## config.mk

```make
export PLATFORM = sky130hd
export DESIGN_NAME = uart_tx_datapath
export DESIGN_NICKNAME = d
export VERILOG_FILES = /design/src/rtl/uart_tx_pkg.sv /design/src/rtl/uart_parity_calc.sv /design/src/rtl/uart_tx_datapath.sv
export SDC_FILE = /design/constraint.sdc
export NUM_CORES = 1
export LEC_CHECK = 0
export BUFFER_PORTS_ARGS = -buffer_cell sky130_fd_sc_hd__buf_4
export CAP_MARGIN = 20
export CORE_AREA = 2 2 39 41
export DETAILED_ROUTE_END_ITERATION = 16
export DIE_AREA = 0 0 41 43
export PLACE_DENSITY_LB_ADDON = 0.1
export SLEW_MARGIN = 0
export SYNTH_ARGS = -nofsm -noshare
export SYNTH_HDL_FRONTEND = slang
export SYNTH_SLANG_ARGS = --single-unit
export TNS_END_PERCENT = 10
```

## constraint.sdc

```tcl
create_clock -name clk -period 1.1 [get_ports clk]
set_input_delay 0.165 -clock clk [delete_from_list [all_inputs] [get_ports clk]]
set_output_delay 0.165 -clock clk [all_outputs]
set_load 0.1 [all_outputs]
```

## src/rtl/uart_tx_pkg.sv

```systemverilog
// Shared UART TX encodings: line-mux selects, parity types, default frame width.
// Used by both the TX frame controller and the TX datapath.
package uart_tx_pkg;

    typedef enum logic [1:0] {
        MUX_START  = 2'd0,
        MUX_DATA   = 2'd1,
        MUX_PARITY = 2'd2,
        MUX_STOP   = 2'd3
    } mux_sel_e;

    localparam logic PAR_EVEN = 1'b0;
    localparam logic PAR_ODD  = 1'b1;

    localparam int UART_DATA_WIDTH = 8;

endpackage

```

## src/rtl/uart_parity_calc.sv

```systemverilog
// Frame parity register: captures ^data ^ odd-select while the controller is idle/start, then holds
// through the data and parity slots so late PAR_TYP or data changes cannot corrupt the current frame.
module uart_parity_calc
    import uart_tx_pkg::*;
#(
    parameter int DATA_WIDTH = UART_DATA_WIDTH
) (
    input  logic                  clk,
    input  logic                  rst,
    input  logic [DATA_WIDTH-1:0] i_data,
    input  logic                  i_ser_en,
    input  logic [1:0]            i_mux_sel,
    input  logic                  i_par_typ,
    output logic                  o_par
);

    logic w_upd;
    logic r_par;

    assign w_upd = !i_ser_en && (i_mux_sel != MUX_PARITY);

    always_ff @(posedge clk or negedge rst) begin
        if (!rst) begin
            r_par <= 1'b0;
        end else if (w_upd) begin
            r_par <= (^i_data) ^ (i_par_typ == PAR_ODD);
        end
    end

    assign o_par = r_par;

endmodule

```

## src/rtl/uart_tx_datapath.sv

```systemverilog
// UART TX datapath: LSB-first serializer, optional parity (UART_TX_PARITY_EN), registered line driver.
// TX_OUT lags mux_sel/data by one cycle; ser_done is combinational so the controller leaves data state in time.
module uart_tx_datapath
    import uart_tx_pkg::*;
#(
    parameter int DATA_WIDTH = UART_DATA_WIDTH
) (
    input  logic                  clk,
    input  logic                  rst,
    input  logic [DATA_WIDTH-1:0] Data2Ser,
    input  logic                  ser_en,
    input  logic [1:0]            mux_sel,
    input  logic                  P_EN,
    input  logic                  PAR_TYP,
    output logic                  ser_done,
    output logic                  TX_OUT
);

    localparam int            CW       = $clog2(DATA_WIDTH);
    localparam logic [CW-1:0] LAST_BIT = CW'(DATA_WIDTH - 1);

    logic [DATA_WIDTH-1:0] r_shreg;
    logic [CW-1:0]         r_cnt;
    logic                  r_tx_out;
    logic                  w_line;
    logic                  w_par;
    logic                  w_unused;

    // P_EN is redundant here: the controller never selects the parity slot when it is low.
    assign w_unused = ^{P_EN, PAR_TYP};

    assign ser_done = ser_en && (r_cnt == LAST_BIT);

    always_ff @(posedge clk or negedge rst) begin
        if (!rst) begin
            r_shreg <= '0;
        end else if (!ser_en) begin
            r_shreg <= Data2Ser;
        end else begin
            r_shreg <= {1'b0, r_shreg[DATA_WIDTH-1:1]};
        end
    end

    always_ff @(posedge clk or negedge rst) begin
        if (!rst) begin
            r_cnt <= '0;
        end else if (!ser_en || ser_done) begin
            r_cnt <= '0;
        end else begin
            r_cnt <= r_cnt + CW'(1);
        end
    end

`ifdef UART_TX_PARITY_EN
    uart_parity_calc #(
        .DATA_WIDTH(DATA_WIDTH)
    ) u_parity_calc (
        .clk       (clk),
        .rst       (rst),
        .i_data    (Data2Ser),
        .i_ser_en  (ser_en),
        .i_mux_sel (mux_sel),
        .i_par_typ (PAR_TYP),
        .o_par     (w_par)
    );
`else
    // Without parity a stray parity slot reads as an extra stop bit.
    assign w_par = 1'b1;
`endif

    always_comb begin
        w_line = 1'b1;
        case (mux_sel)
            MUX_START:  w_line = 1'b0;
            MUX_DATA:   w_line = r_shreg[0];
            MUX_PARITY: w_line = w_par;
            MUX_STOP:   w_line = 1'b1;
            default:    w_line = 1'b1;
        endcase
    end

    always_ff @(posedge clk or negedge rst) begin
        if (!rst) begin
            r_tx_out <= 1'b1;
        end else begin
            r_tx_out <= w_line;
        end
    end

    assign TX_OUT = r_tx_out;

endmodule

```

; After elaboration in Yosys (flattened, before gate mapping)
; Cells that the tools add are included.
[classes]
add_sub_neg = 1
n_eq_ne = 4
n_mux = 3
reduce_logical = 5
[op_table]
columns = cell, count
row1 = $mux W8, 1
row2 = $eq A2 B2 Y1 const B, 2
row3 = $add A3 B1 Y3 const B, 1
row4 = $eq A3 B3 Y1 const B, 1
row5 = $mux W3, 1
row6 = $pmux W1 S3, 1
row7 = $eq A2 B1 Y1 const B, 1
row8 = $logic_not A2 Y1, 1
row9 = $reduce_or A2 Y1, 1
row10 = $logic_and A1 B1 Y1, 1
row11 = $logic_not A1 Y1, 1
row12 = $logic_or A1 B1 Y1, 1
[word_totals]
regBits = 12

; Logic depth before layout (Yosys ltp)
; Gate-level depths: netlist of run 1.
[depth]
depth_word = 4
depth_mapped = 3
depth_no_buf = 3

; Least setup slack after synthesis of run 1
; OpenSTA, ideal clock, no wires.
[synth_path]
path_kind = reg-to-output
from = reg r_cnt[0]
to = out ser_done
arrival_time_ns = 1.143
required_time_ns = 0.935
setup_slack_ns = -0.208
path_stages_with_launch = 4
n_path_buf = 0
cell_sequence = dfrtp_1 > ha_1 > ha_1 > and2_2
[synth_via]
elab_chain_len = 2
[synth_lines]
columns = element, line_no
row1 = from (decl), uart_tx_datapath.sv:23  ; logic [CW-1:0] r_cnt;
row2 = from (signal assigned), uart_tx_datapath.sv:50  ; r_cnt <= r_cnt + CW'(1);
row3 = $eq A3 B3 Y1, uart_tx_datapath.sv:32  ; assign ser_done = ser_en && (r_cnt == LAST_BIT);
row4 = $logic_and A1 B1 Y1, uart_tx_datapath.sv:32
row5 = to (decl), uart_tx_datapath.sv:15  ; output logic ser_done,
; No other way between the ends.

; Worst setup path in the final report of run 1
; Same ends and word-level chain as after synthesis.

==> impl_summary.txt, run 1 <==
----------------------------------------------------
[Outcome]
  Result of the run ... finished, violations left
  Violated checks ... negative setup slack

[Synthesis]
  #FFs+latches synth ... 12
  Ys Warns ... 0
  Number of distinct library cell variants in the gate-level netlist after synthesis ... 11
  Cells taking the most area after synthesis ... sky130_fd_sc_hd__dfrtp_1 (56%), sky130_fd_sc_hd__mux2_4 (15%), sky130_fd_sc_hd__dfstp_2 (5.3%)
  Sequential-to-total area share from yosys stat ... 0.6132
  Post-synthesis instance area ... just under 500 sq um
  Cell taking the most area after synthesis ... sky130_fd_sc_hd__dfrtp_1
  Portion of synthesized cell area occupied by the leading cell type ... 0.5598
  Post-Syn Nets ... 45
  Synth Instances ... 28
  Mean Syn Cell Area ... between 15 and 20 sq um

[Die]
  Vert. Die Dim ... roughly 43 um
  Placement row count ... 14
  Die X-Extent ... 41 um
  Core outline area ... 1384 sq um
  Initial core utilization ... 0.3553
  Full die area ... between 1500 and 2000 sq um
  Num ports ... 17

[Critical path]
  Worst-path cell chain ... ha_2 -> ha_4 -> and2_4 -> buf_12
  Number of buffers and inverters on the critical path ... 1
  Slowest cell on the critical path ... sky130_fd_sc_hd__dfrtp_1
  Worst reg2reg path startpoint ... r_cnt[0]$_DFF_PN0_
  Critical Path RT ... approximately 940 ps
  Arr. time, crit path ... approximately 1300 ps
  Worst-case reg-to-reg path depth ... 4
  End of the worst register-to-register path ... r_cnt[1]$_DFF_PN0_
  CP Max Fanout ... 2
  Critical path's largest stage delay ... about 390 ps
  Critical Path End Type ... primary output
  CP Class ... reg -> out
  Worst path top cell family by delay ... flip-flops
  Kind of start point of the critical path ... flop
  Register-to-Register Setup Slack ... -40 ps

[Timing]
  Worst relative slew slack ... 0.8922
  Achievable frequency ... approximately 680 MHz
  Worst Slack Setup Final ... -361.0 ps
  Tightest Pin Transition ... 161.7 ps
  Hold WS ... between 90 and 100 ps
  Post-Route Skew ... 7.885 ps
  Final-report max-slew violation count ... 0
  Count of final hold-check violations ... 0
  Min Clock Period, post-route ... approximately 1500 ps
  Share of the cycle needed by the critical path after routing ... 1.328
  Setup repair after global routing missed its margin ... yes
  Final setup violation count ... 4

[Clock tree]
  Buffer levels on the longest clock path ... 2
  Clock insertion delay at the later pin of the skew report ... 260 ps
  Clock root buffer master ... sky130_fd_sc_hd__clkbuf_4
  Depth of the CTS H-tree ... 1
  CTS Buf Count ... 3
  Total clock sinks ... 12
  CTS tree ... done
  Clock slew at the register clock pins of the worst setup and hold paths ... 70 ps

[Power and ir drop]
  Power per unit of standard cell area ... ~1300 nW/um^2
  Design Power ... just over 900 uW
  Static leakage power ... 0.0003515 uW
  Worst vdd ir ... 0.7115 mV

[GRT]
  GR Overflow Total ... 0
  Gr usage total ... 0.1062
  Global-route track usage on met2 ... 0.1781
  Met3 usage in global routing ... 0.03141
  Wire length of the first global-routing pass ... ~1.3 mm
  Maximum number of pins on one net before global-route repair ... 13
  Met1 Resource Use GR ... 0.1293
  Routing layer with the top usage in global route ... met2
  Number of global-route vias before repair ... roughly 330
  Initial antenna violation count ... 0

[Placement]
  Placed cells ... between 50 and 60
  Final weighted congestion in routability-driven placement ... around 0.54
  # port buffers ... 14

[Layout]
  Area added between synthesis and finish ... 43.51%
  Number of antenna diodes ... 0
  Post-Route Utilization ... 0.5099
  Count of non-filler cells in the finished layout ... 65
  Fraction of layout cells with a size suffix above 1 ... 0.7143
  Net count, final ... 67

[Job]
  Max-cap viol count ... 0

[Hold path]
  Cell count of the worst hold path ... 2
  Endpoint of the worst hold-timing path ... TX_OUT$_DFF_PN1_
  Worst min-delay path startpoint ... mux_sel[1]
  Hold WC Path Type ... in -> reg

[Route]
  Iteration count of the initial detailed-routing pass ... 1
  Per-cell routed wire length ... between 10 and 15 um
  Post-detailed-routing wire length ... approximately 730 um
  Remaining routing DRC violations ... 0
  DRC violation total after the first TritonRoute iteration ... 0
  Number of nets still failing antenna checks after routing ... 0
  Average via count per standard cell ... 4.292
  Routed via count ... between 200 and 300

----------------------------------------------------
-- timing repair --
| action | 4_1_cts | 5_1_grt |
|---|---|---|
| hold buffers | 1 | 0 |
| resized for setup | 6 | 0 |
| hold endpoints to repair | 12 | 0 |
| pin swaps | 1 | 0 |
| buffers inserted | 1 | 0 |
| setup endpoints to repair | 5 | 5 |
-- placed cells by master, fill, tap and decap left out --
cell type / count
sky130_fd_sc_hd__mux2_2: 2
sky130_fd_sc_hd__clkbuf_4: 3
sky130_fd_sc_hd__nor3b_2: 1
sky130_fd_sc_hd__dfstp_2: 1
sky130_fd_sc_hd__a21o_1: 1
sky130_fd_sc_hd__dlygate4sd3_1: 1
sky130_fd_sc_hd__and2_4: 1
sky130_fd_sc_hd__clkbuf_1: 1
sky130_fd_sc_hd__dfrtp_1: 11
sky130_fd_sc_hd__mux2_4: 5
sky130_fd_sc_hd__and2b_2: 1
sky130_fd_sc_hd__buf_12: 2
sky130_fd_sc_hd__and3b_2: 2
sky130_fd_sc_hd__buf_4: 15
sky130_fd_sc_hd__ha_2: 1
sky130_fd_sc_hd__ha_4: 1
-- where the power goes --
group	switching (uW)	internal (uW)	leakage (uW)
sequential	14.8	481	0.000146
clock	126	140	0.0000150
combinational	58.6	93.2	0.000191
-- final cells by class --
cell class                 instances  area (sq um)
timing repair buffer              18         162.7
clock buffer                       4         26.28
fill                             134         678.2
tap                               16         20.02
multi-input combinational         15         195.2
sequential                        12         301.5
-- synthesized netlist by cell type, drive strengths merged --
cell,number
ha,2
and3b,2
and2b,1
dfrtp,11
a21o,1
buf,1
nor3b,1
and2,1
dfstp,1
mux2,7
-- worst reg2reg max path: stages, from the launching register on --
cell	delay, ps
sky130_fd_sc_hd__dfrtp_1	390
sky130_fd_sc_hd__ha_2	190
sky130_fd_sc_hd__ha_4	160
sky130_fd_sc_hd__buf_4	130
sky130_fd_sc_hd__and3b_2	210
-- metrics by stage --
stage	area, sq um	worst slack, ps	TNS [ps]
5_1_grt	705.7	-411.4	-679.9
3_5_place_dp	636.9	-138.4	-215.8
3_3_place_gp	636.9	-100.8	-100.8
4_1_cts	705.7	-371.5	-513.3
2_1_floorplan	508.0	-42.48	-42.48
6_report	705.7	-361.0	-470.5
-- flip-flops by register name (all words and copies together) (netlist names) --
register / flops
TX_OUT: 1
r_shreg: 8
r_cnt: 3
-- cell families (layout without fill, tap and decap cells) --
logic type                 Yosys count  count (layout)  share of synthesized area
AOI/OAI and AO/OA                    1               1                    0.01527
adders and majority gates            2               2                    0.05088
muxes                                7               7                     0.1985
DFF                                 12              12                     0.6132
buffers and inverters                1              22                    0.02290
and+or+nand+nor                      5               5                    0.09924
-- layer usage --
layer	wire (um)	share of wire	up-vias
met5	0	0	-
met4	0	0	0
met3	50	0.069	0
met2	405	0.56	11
met1	272	0.37	130
li1	-	-	138
-- worst max path at each step --
| stage | start | endpoint | slack, ps | cells after the start |
|---|---|---|---|---|
| floorplan | r_cnt[0]$_DFF_PN0_ | ser_done | -40 | 3 |
| global placement | r_cnt[0]$_DFF_PN0_ | ser_done | -100 | 4 |
| CTS | r_cnt[0]$_DFF_PN0_ | ser_done | -370 | 4 |
| finish | r_cnt[0]$_DFF_PN0_ | ser_done | -360 | 4 |
| global route | r_cnt[0]$_DFF_PN0_ | ser_done | -410 | 4 |
| detailed placement | r_cnt[0]$_DFF_PN0_ | ser_done | -140 | 4 |
No activity file was read; power rests on OpenSTA's default activity.
==> run 2: changes to the inputs <==
- RECOVER_POWER: default -> 25
==> run 2 against run 1 <==
The run still ends with negative setup slack left. Clock skew unchanged. Count of clock-buffer cells in the layout unchanged. First-iteration DRC count unchanged. Utilization down 0.27 points. Routed wire length down 0.27%. Clock power about the same. Global-route usage unchanged. Combinational power about the same. Critical endpoint unchanged. Largest cell class unchanged.
==> impl_summary.txt, run 2 (synthesis gave the netlist of run 1 again) <==
----------------------------------------------------
[Power and ir drop]
  Design Power ... 910.8 uW (was 912.7 uW)
  Worst vdd ir ... 0.7093 mV (was 0.7115 mV)
  Power per unit of standard cell area ... 1298 nW/um^2 (was 1293 nW/um^2)
  Static leakage power ... 0.0003479 uW (was 0.0003515 uW)
  Sequential share of power ... 0.544 (was 0.543)
  Net switching power ... 198.8 uW (was 199.0 uW)
  Internal power ... 712.0 uW (was 713.7 uW)
  Clock power share ... 0.291 (about the same)
  Switching part of the total power ... 0.2183 (was 0.2180)
  Combinational cell fraction of total power ... 0.165 (was 0.166)

[Clock tree]
  Clock slew at the register clock pins of the worst setup and hold paths ... 70 ps (about the same)
  CTS tree ... done (unchanged)
  Clock insertion delay at the later pin of the skew report ... 260 ps (about the same)
  Total clock sinks ... 12 (unchanged)
  CTS Buf Count ... 3 (unchanged)
  Depth of the CTS H-tree ... 1 (unchanged)
  Clock root buffer master ... sky130_fd_sc_hd__clkbuf_4 (unchanged)
  Buffer levels on the longest clock path ... 2 (unchanged)

[Timing]
  Final-report max-slew violation count ... 0 (unchanged)
  Achievable frequency ... 684.5 MHz (unchanged)
  Worst Slack Setup Final ... -361.0 ps (unchanged)
  Count of final hold-check violations ... 0 (unchanged)
  Min Clock Period, post-route ... 1461 ps (unchanged)
  Setup repair after global routing missed its margin ... yes (unchanged)
  Final setup violation count ... 4 (unchanged)
  Post-Route Skew ... 7.885 ps (unchanged)
  Share of the cycle needed by the critical path after routing ... 1.328 (unchanged)
  Tightest Pin Transition ... 618.0 ps (was 161.7 ps)
  Hold WS ... 95.22 ps (was 96.97 ps)
  Worst relative slew slack ... 0.5880 (was 0.8922)

[Route]
  Iteration count of the initial detailed-routing pass ... 1 (unchanged)
  Sum of met2 wire segment lengths after detailed routing ... 405 um (unchanged)
  Average via count per standard cell ... 4.308 (was 4.292)
  Remaining routing DRC violations ... 0 (unchanged)
  Wl on met1 ... 270 um (was 272 um)
  Topmost layer with routed signal wires ... met3 (unchanged)
  DRC violation total after the first TritonRoute iteration ... 0 (unchanged)
  Met3 routed wirelength ... 50 um (unchanged)
  Routed via count ... 280 (was 279)
  Number of nets still failing antenna checks after routing ... 0 (unchanged)
  Post-detailed-routing wire length ... 727 um (was 729 um)
  Per-cell routed wire length ... 11.18 um (was 11.22 um)

[Critical path]
  Critical Path End Type ... primary output (unchanged)
  Worst path top cell family by delay ... flip-flops (unchanged)
  CP Class ... reg -> out (unchanged)
  Critical Path RT ... 940 ps (about the same)
  Slowest cell on the critical path ... sky130_fd_sc_hd__dfrtp_1 (unchanged)
  Number of buffers and inverters on the critical path ... 1 (unchanged)
  Worst-path cell chain ... ha_2 -> ha_4 -> and2_4 -> buf_12 (unchanged)
  Kind of start point of the critical path ... flop (unchanged)
  CP Max Fanout ... 2 (unchanged)
  Critical path's largest stage delay ... 390 ps (about the same)
  Arr. time, crit path ... 1300 ps (about the same)

[Layout]
  Net count, final ... 67 (unchanged)
  Most frequent cells in the layout ... sky130_fd_sc_hd__buf_4 (14), sky130_fd_sc_hd__dfrtp_1 (11), sky130_fd_sc_hd__mux2_4 (5), sky130_fd_sc_hd__clkbuf_4 (3) (was sky130_fd_sc_hd__buf_4 (15), sky130_fd_sc_hd__dfrtp_1 (11), sky130_fd_sc_hd__mux2_4 (5), sky130_fd_sc_hd__clkbuf_4 (3))
  Number of flip-flops in the largest register ... 8 (unchanged)
  Number of antenna diodes ... 0 (unchanged)
  Most common cell after layout, fill and taps aside ... sky130_fd_sc_hd__buf_4 (unchanged)
  Fraction of layout cells with a size suffix above 1 ... 0.6939 (was 0.7143)
  Register with the highest flop count ... r_shreg (unchanged)
  Area added between synthesis and finish ... 42.75% (was 43.51%)
  Post-Route Utilization ... 0.5072 (was 0.5099)

[Die]
  Die X-Extent ... 41 um (unchanged)
  Num ports ... 17 (unchanged)
  Full die area ... 1763 sq um (unchanged)
  Placement row count ... 14 (unchanged)
  Vert. Die Dim ... 43 um (unchanged)
  Core outline area ... 1384 sq um (unchanged)
  Initial core utilization ... 0.3553 (unchanged)

[Hold path]
  Hold WC Path Type ... in -> reg (unchanged)

[GRT]
  Number of global-route vias before repair ... 329 (unchanged)
  Initial antenna violation count ... 0 (unchanged)
  GR Overflow Total ... 0 (unchanged)
  Maximum number of pins on one net before global-route repair ... 13 (unchanged)
  Wire length of the first global-routing pass ... 1.276 mm (unchanged)
  Gr usage total ... 0.1062 (unchanged)

[Placement]
  Final weighted congestion in routability-driven placement ... 0.5442 (unchanged)
  # port buffers ... 14 (unchanged)
  Placement Setup Slack ... -138.4 ps (unchanged)

[Outcome]
  Result of the run ... finished, violations left (unchanged)
  Violated checks ... negative setup slack (unchanged)

[Job]
  Max-cap viol count ... 0 (unchanged)

----------------------------------------------------
[run 2: cell count changes in the layout (fill, tap and decap cells not counted)]
cell / before / now
sky130_fd_sc_hd__buf_4: 15 / 14
sky130_fd_sc_hd__clkbuf_1: 1 / 2
[run 2: what timing repair did]
item / in CTS / in global routing
pin swaps: 1 / 0
resized for setup: 6 / 0
endpoints found under the hold margin: 12 / 0
hold buffers: 1 / 0
buffers inserted: 1 / 0
endpoints found under the setup margin: 5 / 5
[run 2: layout make-up]
class | count | area, sq um
Fill cell | 134 | 681.9
Sequential cell | 12 | 301.5
Multi-Input combinational cell | 15 | 195.2
Timing Repair Buffer | 18 | 158.9
Clock buffer | 4 | 26.28
Tap cell | 16 | 20.02
[run 2: worst paths after layout]
check | cells past startpoint | slack [ps] | from | to
hold / removal | 2 | 100 | mux_sel[1] | TX_OUT$_DFF_PN1_
setup reg to reg | 4 | -40 | r_cnt[0]$_DFF_PN0_ | r_cnt[1]$_DFF_PN0_
hold reg to reg | 1 | 470 | r_shreg[0]$_DFF_PN0_ | TX_OUT$_DFF_PN1_
min in group asynchronous | 2 | 420 | rst | r_cnt[2]$_DFF_PN0_
max in group asynchronous | 2 | 270 | rst | r_shreg[5]$_DFF_PN0_
setup / recovery | 4 | -360 | r_cnt[0]$_DFF_PN0_ | ser_done
[run 2: per-layer routing]
metal	track usage	vias to the layer above
met2	0.1781	11
met5	0	-
li1	-	138
met3	0.03141	0
met1	0.1293	131
met4	0.02000	0
[run 2: power groups by stage]
stage / clock network, uW / logic, uW / registers (uW)
final: 265 / 150 / 496
after global routing: 312 / 162 / 500
after CTS: 276 / 155 / 497
after detailed placement: 0 / 141 / 503
after global placement: 0 / 134 / 500
after floorplan: 0 / 64.0 / 521
[run 2: through the flow]
stage	setup TNS, ps	instance area, sq um	std cells
floorplan	-42.48	508.0	28
global placement	-100.8	636.9	59
detailed placement	-215.8	636.9	59
CTS	-513.3	705.7	65
global route	-679.9	701.9	65
finish	-470.3	701.9	65
==> run 3: changes to the inputs <==
- SKIP_LAST_GASP: default -> 1
==> run 3 against run 2 <==
The flow still finishes with violations (negative setup slack). Setup slack hardly changed. Sequential share of layout area is 0.78 points higher. Fmax hardly changed. Clock power hardly changed. Critical path depth stayed put. Global-route usage is 0.20 points higher. Non-clock buffer count stayed put. Routed wire length is 1.2% higher. Clock skew hardly changed. Utilization is 0.90 points lower. Largest cell class unchanged.
==> impl_summary.txt, run 3 (synthesis gave the netlist of run 1 again) <==
----------------------------------------------------
[Timing]
  Final setup violation count ... 4 (unchanged)
  Final-report max-slew violation count ... 0 (unchanged)
  Achievable frequency ... 684.4 MHz (was 684.5 MHz)
  Setup TNS ... -553.1 ps (was -470.3 ps)
  Count of final hold-check violations ... 0 (unchanged)
  Tightest Pin Transition ... 618.0 ps (about the same)
  Post-Route Skew ... 8.023 ps (was 7.885 ps)
  Hold WS ... 93.31 ps (was 95.22 ps)
  Min Clock Period, post-route ... 1461 ps (about the same)
  Worst relative slew slack ... 0.5880 (about the same)
  Share of the cycle needed by the critical path after routing ... 1.328 (about the same)
  Worst Slack Setup Final ... -361.2 ps (was -361.0 ps)
  Setup repair after global routing missed its margin ... yes (unchanged)

[GRT]
  GR Overflow Total ... 0 (unchanged)
  Maximum number of pins on one net before global-route repair ... 13 (unchanged)
  Initial antenna violation count ... 0 (unchanged)
  Number of global-route vias before repair ... 338 (was 329)
  Gr usage total ... 0.1083 (was 0.1062)
  Wire length of the first global-routing pass ... 1.304 mm (was 1.276 mm)

[Route]
  Remaining routing DRC violations ... 0 (unchanged)
  Per-cell routed wire length ... 11.32 um (was 11.18 um)
  Iteration count of the initial detailed-routing pass ... 1 (unchanged)
  Average via count per standard cell ... 4.369 (was 4.308)
  Routed via count ... 284 (was 280)
  DRC violation total after the first TritonRoute iteration ... 0 (unchanged)
  Post-detailed-routing wire length ... 736 um (was 727 um)
  Number of nets still failing antenna checks after routing ... 0 (unchanged)

[Die]
  Core outline area ... 1384 sq um (unchanged)
  Placement row count ... 14 (unchanged)
  Num ports ... 17 (unchanged)
  Vert. Die Dim ... 43 um (unchanged)
  Full die area ... 1763 sq um (unchanged)
  Initial core utilization ... 0.3553 (unchanged)
  Die X-Extent ... 41 um (unchanged)

[Clock tree]
  Depth of the CTS H-tree ... 1 (unchanged)
  Buffer levels on the longest clock path ... 2 (unchanged)
  Clock insertion delay at the later pin of the skew report ... 260 ps (about the same)
  Clock root buffer master ... sky130_fd_sc_hd__clkbuf_4 (unchanged)
  CTS tree ... done (unchanged)
  Clock slew at the register clock pins of the worst setup and hold paths ... 70 ps (about the same)
  CTS Buf Count ... 3 (unchanged)
  Total clock sinks ... 12 (unchanged)

[Power and ir drop]
  Static leakage power ... 0.0003428 uW (was 0.0003479 uW)
  Combinational cell fraction of total power ... 0.158 (was 0.165)
  Net switching power ... 197.8 uW (was 198.8 uW)
  Switching part of the total power ... 0.2192 (was 0.2183)
  Worst vdd ir ... 0.7026 mV (was 0.7093 mV)
  Sequential share of power ... 0.548 (was 0.544)
  Internal power ... 704.4 uW (was 712.0 uW)
  Clock power share ... 0.294 (was 0.291)
  Power per unit of standard cell area ... 1309 nW/um^2 (was 1298 nW/um^2)
  Design Power ... 902.2 uW (was 910.8 uW)

[Placement]
  Placement Setup Slack ... -138.4 ps (unchanged)
  # port buffers ... 14 (unchanged)
  Final weighted congestion in routability-driven placement ... 0.5442 (unchanged)
  Area after detailed placement ... 636.9 sq um (unchanged)

[Hold path]
  Hold WC Path Type ... in -> reg (unchanged)

[Layout]
  Area added between synthesis and finish ... 40.20% (was 42.75%)
  Register with the highest flop count ... r_shreg (unchanged)
  Fraction of layout cells with a size suffix above 1 ... 0.6939 (unchanged)
  Most common cell after layout, fill and taps aside ... sky130_fd_sc_hd__buf_4 (unchanged)
  Most frequent cells in the layout ... sky130_fd_sc_hd__buf_4 (15), sky130_fd_sc_hd__dfrtp_1 (11), sky130_fd_sc_hd__mux2_4 (5), sky130_fd_sc_hd__clkbuf_4 (3) (was sky130_fd_sc_hd__buf_4 (14), sky130_fd_sc_hd__dfrtp_1 (11), sky130_fd_sc_hd__mux2_4 (5), sky130_fd_sc_hd__clkbuf_4 (3))
  Number of flip-flops in the largest register ... 8 (unchanged)
  Net count, final ... 67 (unchanged)
  Final Cell Area ... 689.4 sq um (was 701.9 sq um)
  Number of antenna diodes ... 0 (unchanged)

[Outcome]
  Result of the run ... finished, violations left (unchanged)
  Violated checks ... negative setup slack (unchanged)

[Critical path]
  CP Class ... reg -> out (unchanged)
  Critical Path End Type ... primary output (unchanged)
  Critical Path RT ... 940 ps (about the same)
  Kind of start point of the critical path ... flop (unchanged)
  Arr. time, crit path ... 1300 ps (about the same)
  CP Max Fanout ... 2 (unchanged)

[Job]
  Max-cap viol count ... 0 (unchanged)

----------------------------------------------------
==> run 3: what timing repair did <==
item | 4_1_cts | 5_1_grt
setup endpoints to repair | 5 | 5
endpoints found under the hold margin | 12 | 0
buffers inserted | 1 | 0
hold buffers | 1 | 0
gates resized for setup | 3 | 0
==> run 3: metrics by stage <==
step                std cells  utilization
global placement           59       0.4602
detailed placement         59       0.4602
CTS                        65       0.5009
global route               65       0.4982
finish                     65       0.4982
floorplan                  28            -
==> run 3: critical path: stages, from the launching register on <==
cell	delay, ps
sky130_fd_sc_hd__dfrtp_1	390
sky130_fd_sc_hd__ha_2	190
sky130_fd_sc_hd__ha_4	150
sky130_fd_sc_hd__and2_4	130
sky130_fd_sc_hd__buf_12	160
==> run 3: final timing paths <==
check | from | end | slack (ps) | cells after the start
min in group asynchronous | rst | r_cnt[2]$_DFF_PN0_ | 430 | 2
min reg2reg | r_shreg[0]$_DFF_PN0_ | TX_OUT$_DFF_PN1_ | 470 | 1
min | mux_sel[1] | TX_OUT$_DFF_PN1_ | 90 | 2
max in group asynchronous | rst | r_shreg[5]$_DFF_PN0_ | 270 | 2
max | r_cnt[0]$_DFF_PN0_ | ser_done | -360 | 4
max reg2reg | r_cnt[0]$_DFF_PN0_ | r_cnt[1]$_DFF_PN0_ | -40 | 4
==> run 3: final cells by class <==
class / count / area, sq um
flip-flops and latches: 12 / 301.5
clock buffers: 4 / 26.28
well taps: 16 / 20.02
fillers: 135 / 694.4
multi-input cells: 15 / 195.2
repair buffers: 18 / 146.4
==> run 3: routing by layer <==
| layer | part of all wire | up-vias | GRT usage |
|---|---|---|---|
| li1 | - | 138 | - |
| met1 | 0.37 | 135 | 0.1293 |
| met2 | 0.56 | 11 | 0.1844 |
| met3 | 0.071 | 0 | 0.03141 |
| met4 | 0 | 0 | 0.02000 |
| met5 | 0 | - | 0 |
==> run 3: power groups by stage <==
stage / combinational [uW] / clock [uW] / sequential (uW)
4_1_cts: 148 / 276 / 495
3_3_place_gp: 134 / 0 / 500
6_report: 143 / 266 / 494
2_1_floorplan: 64.0 / 0 / 521
5_1_grt: 155 / 312 / 498
3_5_place_dp: 141 / 0 / 503
